[src/rtl/sar_ctrl.sv]
// Successive-approximation control FSM for the 9-bit SAR ADC.
// Drives the sampling switch and the P/N capacitor-DAC switch words, one decided bit per clock, MSB first.
module sar_ctrl #(
    parameter int unsigned NBITS         = 9,
    parameter int unsigned SAMPLE_CYCLES = 2
) (
    input  logic             CKS,
    input  logic             EN,
    input  logic             START,
    input  logic             CONT,
    input  logic             COMP,
    output logic             SMP,
    output logic [0:NBITS-1] SWP,
    output logic [0:NBITS-1] SWN,
    output logic             BUSY,
    output logic             FINAL
);

    localparam int unsigned KW = $clog2(NBITS + 1);
    localparam int unsigned SW = 4;

    typedef enum logic [1:0] {
        IDLE,
        SAMPLE,
        CONV,
        DONE
    } state_t;

    state_t        state;
    logic [KW-1:0] k;
    logic [SW-1:0] scnt;

    // EN doubles as the asynchronous clear, so dropping it mid-conversion aborts without a FINAL pulse.
    always_ff @(posedge CKS or negedge EN) begin
        if (!EN) begin
            state <= IDLE;
            SMP   <= 1'b0;
            SWP   <= '0;
            SWN   <= '0;
            BUSY  <= 1'b0;
            FINAL <= 1'b0;
            k     <= '0;
            scnt  <= '0;
        end else begin
            FINAL <= 1'b0;
            case (state)
                IDLE: begin
                    if (START) begin
                        state <= SAMPLE;
                        SMP   <= 1'b1;
                        BUSY  <= 1'b1;
                        SWP   <= '0;
                        SWN   <= '0;
                        scnt  <= '0;
                    end
                end
                SAMPLE: begin
                    scnt <= scnt + SW'(1);
                    if (scnt == SW'(SAMPLE_CYCLES - 1)) begin
                        state <= CONV;
                        SMP   <= 1'b0;
                        k     <= '0;
                    end
                end
                CONV: begin
                    SWP[k] <= COMP;
                    SWN[k] <= ~COMP;
                    k      <= k + KW'(1);
                    if (k == KW'(NBITS - 1)) begin
                        state <= DONE;
                        FINAL <= 1'b1;
                    end
                end
                DONE: begin
                    // Continuous mode re-enters sampling exactly as a fresh START would.
                    if (CONT) begin
                        state <= SAMPLE;
                        SMP   <= 1'b1;
                        SWP   <= '0;
                        SWN   <= '0;
                        scnt  <= '0;
                    end else begin
                        state <= IDLE;
                        BUSY  <= 1'b0;
                    end
                end
                default: begin
                    state <= IDLE;
                end
            endcase
        end
    end

endmodule

[config.mk]
export PLATFORM = sky130hd
export DESIGN_NAME = sar_ctrl
export DESIGN_NICKNAME = d
export VERILOG_FILES = /design/src/rtl/sar_ctrl.sv
export SDC_FILE = /design/constraint.sdc
export NUM_CORES = 1
export LEC_CHECK = 0
export ABC_AREA = 1
export ABC_CLOCK_PERIOD_IN_PS = 1900
export BUFFER_PORTS_ARGS = -buffer_cell sky130_fd_sc_hd__buf_2
export CAP_MARGIN = 10
export CORE_MARGIN = 2
export CORE_UTILIZATION = 30
export CTS_CLUSTER_DIAMETER = 200
export DETAILED_ROUTE_END_ITERATION = 8
export GPL_TIMING_DRIVEN = 1
export PLACE_DENSITY = 0.57
export SLEW_MARGIN = 5
export SYNTH_ARGS = -nofsm -noshare
export SYNTH_HDL_FRONTEND = slang
export SYNTH_SLANG_ARGS = --single-unit
[constraint.sdc]
create_clock -name CKS -period 1.9 [get_ports CKS]
set_clock_uncertainty 0.05 [all_clocks]
set_input_delay 0.095 -clock CKS [delete_from_list [all_inputs] [get_ports CKS]]
set_output_delay 0.095 -clock CKS [all_outputs]
set_load 0.01 [all_outputs]
==> key figures, run 1 <==
Run status
  • Status: finished clean

Placed design
  • GPL Wtd Cong: 0.7518
  • Port bufs: 25
  • DP HPWL: 2545 µm
  • Post-Place Worst Slack: 0.1169 ns

STA
  • Hold Fails Final Rpt: 0
  • Tcrit/Tclk final: 90.62%
  • Final worst path period need: 1.722 ns
  • Worst-Margin Slew: 0.7089 ns
  • RSZ-0062 raised after global routing: false
  • Setup TNS Final: 0 ns
  • Fmax: 580.8 MHz
  • Rel. slew slack: 52.74%
  • Slew Limit Fails: 0
  • Worst Slack Setup Final: 0.1782 ns
  • Final setup viols: 0

Die
  • Die Ht: 79.98 µm
  • Core Rows: 27
  • Initial core utilization: 31.26%
  • Ports: 26
  • Core Area: 0.005540 mm²
  • DIE WIDTH: 79.98 µm
  • Die area: 0.006396 mm²

Clock network
  • CTS tree: built
  • H-tree Lvls: 2
  • Total CTS buffers: 5
  • Cts repair resizes: 0
  • Root Buffer: clkbuf_8
  • Post-CTS setup buffer count: 0
  • Clk sink count: 31
  • Clock transition at path regs: 0.07 ns
  • Longest Clk Path Bufs: 2
  • Clk_lat worst skew: 0.29 ns

Logic synthesis
  • Syn_nets: 232
  • Synth warnings: 0
  • Top-count cell post-synth: nand2_1
  • Area contributors post-synth: dfrtp_1 45%, nand2_1 15%, ha_1 9.4%
  • Avg Cell Area, Syn: 8.092 µm²
  • Syn Inst Count: 214
  • Synth Cell Area: 0.001732 mm²
  • Register bit count reported by yosys: 31
  • Yosys top cell by area: dfrtp_1
  • Asr flop ratio synth: 100.0%
  • Synth Flop Type: dfrtp_1
  • Post-synth EDFFs: 0
  • Proportion of netlist area held by the largest area contributor: 44.80%
  • Post-synth top cells: 71 x nand2_1, 32 x nand3_1, 31 x dfrtp_1
  • Share of the yosys chip area belonging to registers: 44.80%
  • Number of library cell types mapped by synthesis: 20

Route
  • Post-route DRC: 0
  • DRT iter0 DRCs: 86
  • Post-DRT Antenna Nets: 0
  • DRT Pass-1 Iters: 4
  • Vias after detailed routing: 1442
  • Via density per instance: 4.506
  • DRT Wirelength: 3619 µm
  • WL/cell: 11.31 µm

Setup path
  • Worst Path Required: 2.03 ns
  • CP max stage delay: 0.46 ns
  • Crit path DAT: 1.85 ns
  • Number of cells on the critical path: 8
  • Setup crit start: state[0]
  • R2R Path Start: state[0]
  • R2R Setup Slk: 0.18 ns
  • Worst-path cell chain: inv_1 -> ha_1 -> nand2_2 -> nand2_4 -> nor2_8 -> nand2_1 -> nand2_1 -> nand2_1
  • WS Path Type: reg -> reg
  • Critical path peak fanout: 14
  • CP dominant cell by count: nand2_1
  • RR Endpoint: SWP[6]
  • Cell family with most CP delay: simple AND/OR/NAND/NOR gates
  • Buffers plus inverters on the worst setup path: 1
  • Worst r2r path cells: 8
  • Critical Path Source Type: flip-flop
  • Worst path slowest cell: dfrtp_1
  • Worst setup path endpoint: SWP[6]
  • Setup crit end kind: flip-flop

GRT
  • Vias in the first global route: 1374
  • Largest net degree at the start of global routing: 32
  • Global-route wire length before repair: 6058 µm
  • GR Util All Layers: 12.28%
  • Grt total ovfl: 0
  • Number of antenna violations at the first check in global routing: 0

Power and ir drop
  • Max IR drop VDD: 0.4191 mV
  • Pwr dens: 1474 mW/mm²
  • Leakage: 0.001163 µW

Final layout
  • Share of layout cells above drive strength 1: 18.15%
  • Ant diodes: 0
  • Layout Nets: 265
  • P&R area growth vs syn: 19.36%

Worst hold path
  • Hold Path Class: in -> reg

Flow run
  • Max-Cap Viols: 0
-- per-layer routing --
metal / track usage, % / part of all wire [%]
met3: 4.186 / 6.2
met1: 15.57 / 48
met2: 18.75 / 44
met5: 0 / 0
met4: 5.593 / 2.1
-- logic make-up after synthesis --
logic type | share of synthesized area, %
flip-flops | 44.80
AND/OR/NAND/NOR | 34.03
adder cells (fa/ha/maj) | 9.393
buffers and inverters | 6.502
AO/OA/AOI/OAI | 4.769
XOR/XNOR | 0.5059
-- flip-flops by register name, indices dropped and copies added (netlist names) --
signal,cells
BUSY,1
FINAL,1
SMP,1
SWN,9
SWP,9
k,4
scnt,4
state,2
-- layout make-up --
type / instances / area (µm²)
multi-input combinational: 160 / 854.6
sequential: 31 / 775.7
timing repair buffer: 28 / 150.1
inverter: 21 / 78.83
clock inverter: 2 / 35.03
clock buffer: 6 / 82.58
fill: 580 / 3473
tap: 72 / 90.09
-- worst min-delay path by stage --
stage / startpoint / to / slack [ns] / cells past startpoint
after detailed placement: EN / SWN[4] / 0.15 / 1
after CTS: COMP / SWN[7] / 0.10 / 4
after floorplan: EN / BUSY / -0.25 / 0
final: COMP / SWN[4] / 0.11 / 4
after global routing: COMP / SWN[8] / 0.12 / 4
after global placement: EN / SWP[4] / 0.14 / 1
-- worst register-to-register path, delay by kind of cell (launching register included) --
| kind | cells | cell delay, ns |
|---|---|---|
| DFF | 1 | 0.46 |
| buffers and inverters | 1 | 0.13 |
| and+or+nand+nor | 6 | 0.73 |
| adders and majority gates | 1 | 0.24 |
-- metrics by stage --
stage          std cells  area [µm²]  power (µW)  utilization, %  hold slack (ns)
2_1_floorplan        214        1732        2051               -          -0.2506
3_3_place_gp         310        1928        2322           34.80           0.1350
3_5_place_dp         310        1928        2333           34.80           0.1454
4_1_cts              319        2056        3038           37.10           0.1012
5_1_grt              320        2067        3343           37.31           0.1159
6_report             320        2067        3047           37.31           0.1054
-- layout by cell type (no fill, tap or decap), types with 3 or more instances in the layout --
master / synthesis / layout
buf_2: 0 / 25
clkbuf_8: 0 / 6
dfrtp_1: 31 / 31
ha_1: 13 / 13
inv_1: 19 / 19
nand2_1: 71 / 71
nand2_2: 4 / 4
nand3_1: 32 / 32
nand4_1: 5 / 5
nor2_1: 12 / 12
nor2_4: 2 / 3
o21ai_0: 15 / 15
-- power by group --
part           switching, µW  leakage [µW]  internal [µW]
logic                    953      0.000683            465
registers                139      0.000419            804
clock network            262     0.0000612            424
total                   1350       0.00116           1690
-- what timing repair did --
action                                  CTS  global route
hold buffers                              1             0
endpoints found under the hold margin    31             0
endpoints found under the setup margin    0            15
No activity file was read; power rests on OpenSTA's default activity.
==> inputs of run 2 (changes only) <==
- ABC_CLOCK_PERIOD_IN_PS: 1900 -> 1400
- CORE_UTILIZATION: 30 -> 31
- CTS_CLUSTER_SIZE: unset -> 10
- PLACE_DENSITY: 0.57 -> 0.6
- clock period: 1.9 -> 1.4 ns (I/O delays scaled with it)
==> run 2 against run 1 <==
- flip-flop and latch count did not move
- fmax rose by 19%
- largest cell class unchanged
- the flow now finishes with violations (negative setup slack)
- non-clock buffer count up 28
- combinational power rose by 140%
==> key figures, run 2 (synthesized netlist as in run 1, its figures left out) <==
STA
  • Worst Slack Setup Final: -0.05274 ns (was 0.1782 ns)
  • Final setup viols: 20 (was 0)
  • Fmax: 688.4 MHz (was 580.8 MHz)
  • Tcrit/Tclk final: 103.8% (was 90.62%)
  • Final worst path period need: 1.453 ns (was 1.722 ns)
  • Rel. slew slack: 72.16% (was 52.74%)
  • Hold Fails Final Rpt: 0 (unchanged)
  • RSZ-0062 raised after global routing: true (was false)
  • Hold Slack: 0.1282 ns (was 0.1054 ns)
  • Slew Limit Fails: 0 (unchanged)
  • Setup TNS Final: -0.7985 ns (was 0 ns)
  • Worst-Margin Slew: 0.4176 ns (was 0.7089 ns)

Placed design
  • Port bufs: 25 (unchanged)
  • GPL Wtd Cong: 0.7375 (was 0.7518)
  • DP HPWL: 2794 µm (was 2545 µm)

Worst hold path
  • Hold_sp: CONT (was COMP)
  • Hold Path Class: in -> reg (unchanged)

Final layout
  • Share of layout cells above drive strength 1: 37.45% (was 18.15%)
  • Most frequent cells in the layout: 61 x nand2_1, 29 x dfrtp_1, 25 x buf_2, 23 x nand3_1, 21 x buf_4 (was 71 x nand2_1, 32 x nand3_1, 31 x dfrtp_1, 25 x buf_2, 19 x inv_1)
  • Layout Nets: 292 (was 265)
  • Top flop regs: SWN: 9 flops, SWP: 9 flops (unchanged)
  • P&R area growth vs syn: 44.58% (was 19.36%)
  • Ant diodes: 0 (unchanged)
  • Most common cell after layout, fill and taps aside: nand2_1 (unchanged)

Setup path
  • R2R Path Start: state[1] (was state[0])
  • Setup crit start: state[1] (was state[0])
  • Worst Path Required: 1.51 ns (was 2.03 ns)
  • WS Path Type: reg -> reg (unchanged)
  • Setup crit end kind: flip-flop (unchanged)
  • Crit path DAT: 1.57 ns (was 1.85 ns)
  • Critical Path Source Type: flip-flop (unchanged)
  • Critical path peak fanout: 7 (was 14)

Power and ir drop
  • Pwr dens: 2160 mW/mm² (was 1474 mW/mm²)
  • Leakage: 0.001348 µW (was 0.001163 µW)
  • Max IR drop VDD: 1.106 mV (was 0.4191 mV)

Route
  • Post-route DRC: 0 (unchanged)
  • Vias after detailed routing: 1579 (was 1442)
  • DRT Wirelength: 4049 µm (was 3619 µm)
  • Via density per instance: 4.550 (was 4.506)
  • Post-DRT Antenna Nets: 0 (unchanged)
  • Metal2 WL: 2027 µm (was 1595 µm)
  • DRT Pass-1 Iters: 4 (unchanged)
  • DRT iter0 DRCs: 82 (was 86)
  • Top Layer Used: met4 (unchanged)
  • WL/cell: 11.67 µm (was 11.31 µm)
  • Met1 WL: 1856 µm (was 1721 µm)
  • Routed met3 length: 125 µm (was 225 µm)

Die
  • Initial core utilization: 31.84% (was 31.26%)
  • Die area: 0.006200 mm² (was 0.006396 mm²)
  • Ports: 26 (unchanged)
  • Die Ht: 78.74 µm (was 79.98 µm)
  • Core Rows: 27 (unchanged)
  • Core Area: 0.005439 mm² (was 0.005540 mm²)
  • DIE WIDTH: 78.74 µm (was 79.98 µm)

Clock network
  • Root Buffer: clkbuf_8 (unchanged)
  • Clk sink count: 31 (unchanged)
  • Longest Clk Path Bufs: 2 (unchanged)
  • CTS tree: built (unchanged)
  • Clock transition at path regs: 0.07 ns (about the same)
  • H-tree Lvls: 2 (unchanged)
  • Clk_lat worst skew: 0.28 ns (was 0.29 ns)
  • Total CTS buffers: 5 (unchanged)

GRT
  • GR Util All Layers: 13.71% (was 12.28%)
  • Vias in the first global route: 1502 (was 1374)
  • Number of antenna violations at the first check in global routing: 0 (unchanged)
  • Largest net degree at the start of global routing: 18 (was 32)
  • Grt total ovfl: 0 (unchanged)
  • Global-route wire length before repair: 6727 µm (was 6058 µm)

Run status
  • Status: finished, violations left (was finished clean)
  • Failing checks: negative setup slack

Flow run
  • Max-Cap Viols: 0 (unchanged)
[run 2: changes by cell type in the layout (fill, tap and decap cells not counted), moves of 5 or more]
cell / before / now
inv_1: 19 / 14
nand3_2: 0 / 9
nand2_1: 71 / 61
o21ai_0: 15 / 10
buf_4: 2 / 21
nand2_2: 4 / 9
nand2_4: 1 / 6
nand3_1: 32 / 23
[run 2: through the flow]
stage | total power [µW] | utilization [%] | std cells | instance area [µm²] | worst slack, ns
2_1_floorplan | 2839 | - | 214 | 1753 | -0.01459
3_3_place_gp | 3640 | 39.06 | 330 | 2125 | -0.05211
3_5_place_dp | 3656 | 39.06 | 330 | 2125 | -0.09534
4_1_cts | 4976 | 43.46 | 345 | 2364 | -0.04260
5_1_grt | 5842 | 46.03 | 347 | 2504 | -0.1414
6_report | 5407 | 46.03 | 347 | 2504 | -0.05274
[run 2: worst max-delay path, cell delays in order, from the launching register on]
cell and delay (ns):
dfrtp_2 0.46, inv_4 0.10, ha_4 0.15, nand2_4 0.05, nand2_4 0.09, nor2_8 0.05, buf_12 0.14, buf_16 0.13
nand3_1 0.06, nand2_1 0.05
[run 2: path summary, 6_finish.rpt]
check	end	slack (ns)	cells after the start
max in group asynchronous	SWP[6]	0.68	3
min in group asynchronous	state[1]	0.20	2
worst max register to register	SWP[4]	-0.05	9
worst max-delay path	SWP[4]	-0.05	9
worst min-delay path	BUSY	0.13	4
worst min register to register	SWN[6]	0.42	2
[run 2: timing repair]
item | in CTS | in global routing
gates cloned | 2 | 1
hold endpoints to repair | 16 | 0
setup endpoints to repair | 28 | 29
gates resized for setup | 13 | 31
hold buffers | 1 | 0
pin swaps | 3 | 22
setup buffers | 4 | 2
[run 2: layer usage]
metal / track usage, % / vias to the layer above
li1: - / 817
met1: 17.34 / 739
met2: 22.91 / 19
met3: 4.091 / 4
met4: 3.509 / 0
met5: 0 / -
[run 2: layout make-up]
cell class                      instances  area (µm²)
Timing Repair Buffer                   56       475.5
Inverter                               21       87.58
Multi-Input combinational cell        159       972.2
Clock buffer                            8       100.1
Fill cell                             529        2935
Tap cell                               72       90.09
Sequential cell                        31       778.2
[run 2: where the power goes]
group / internal [µW] / total [µW] / switching (µW)
logic: 1590 / 3350 / 1760
clock network: 449 / 777 / 329
registers: 1100 / 1270 / 177
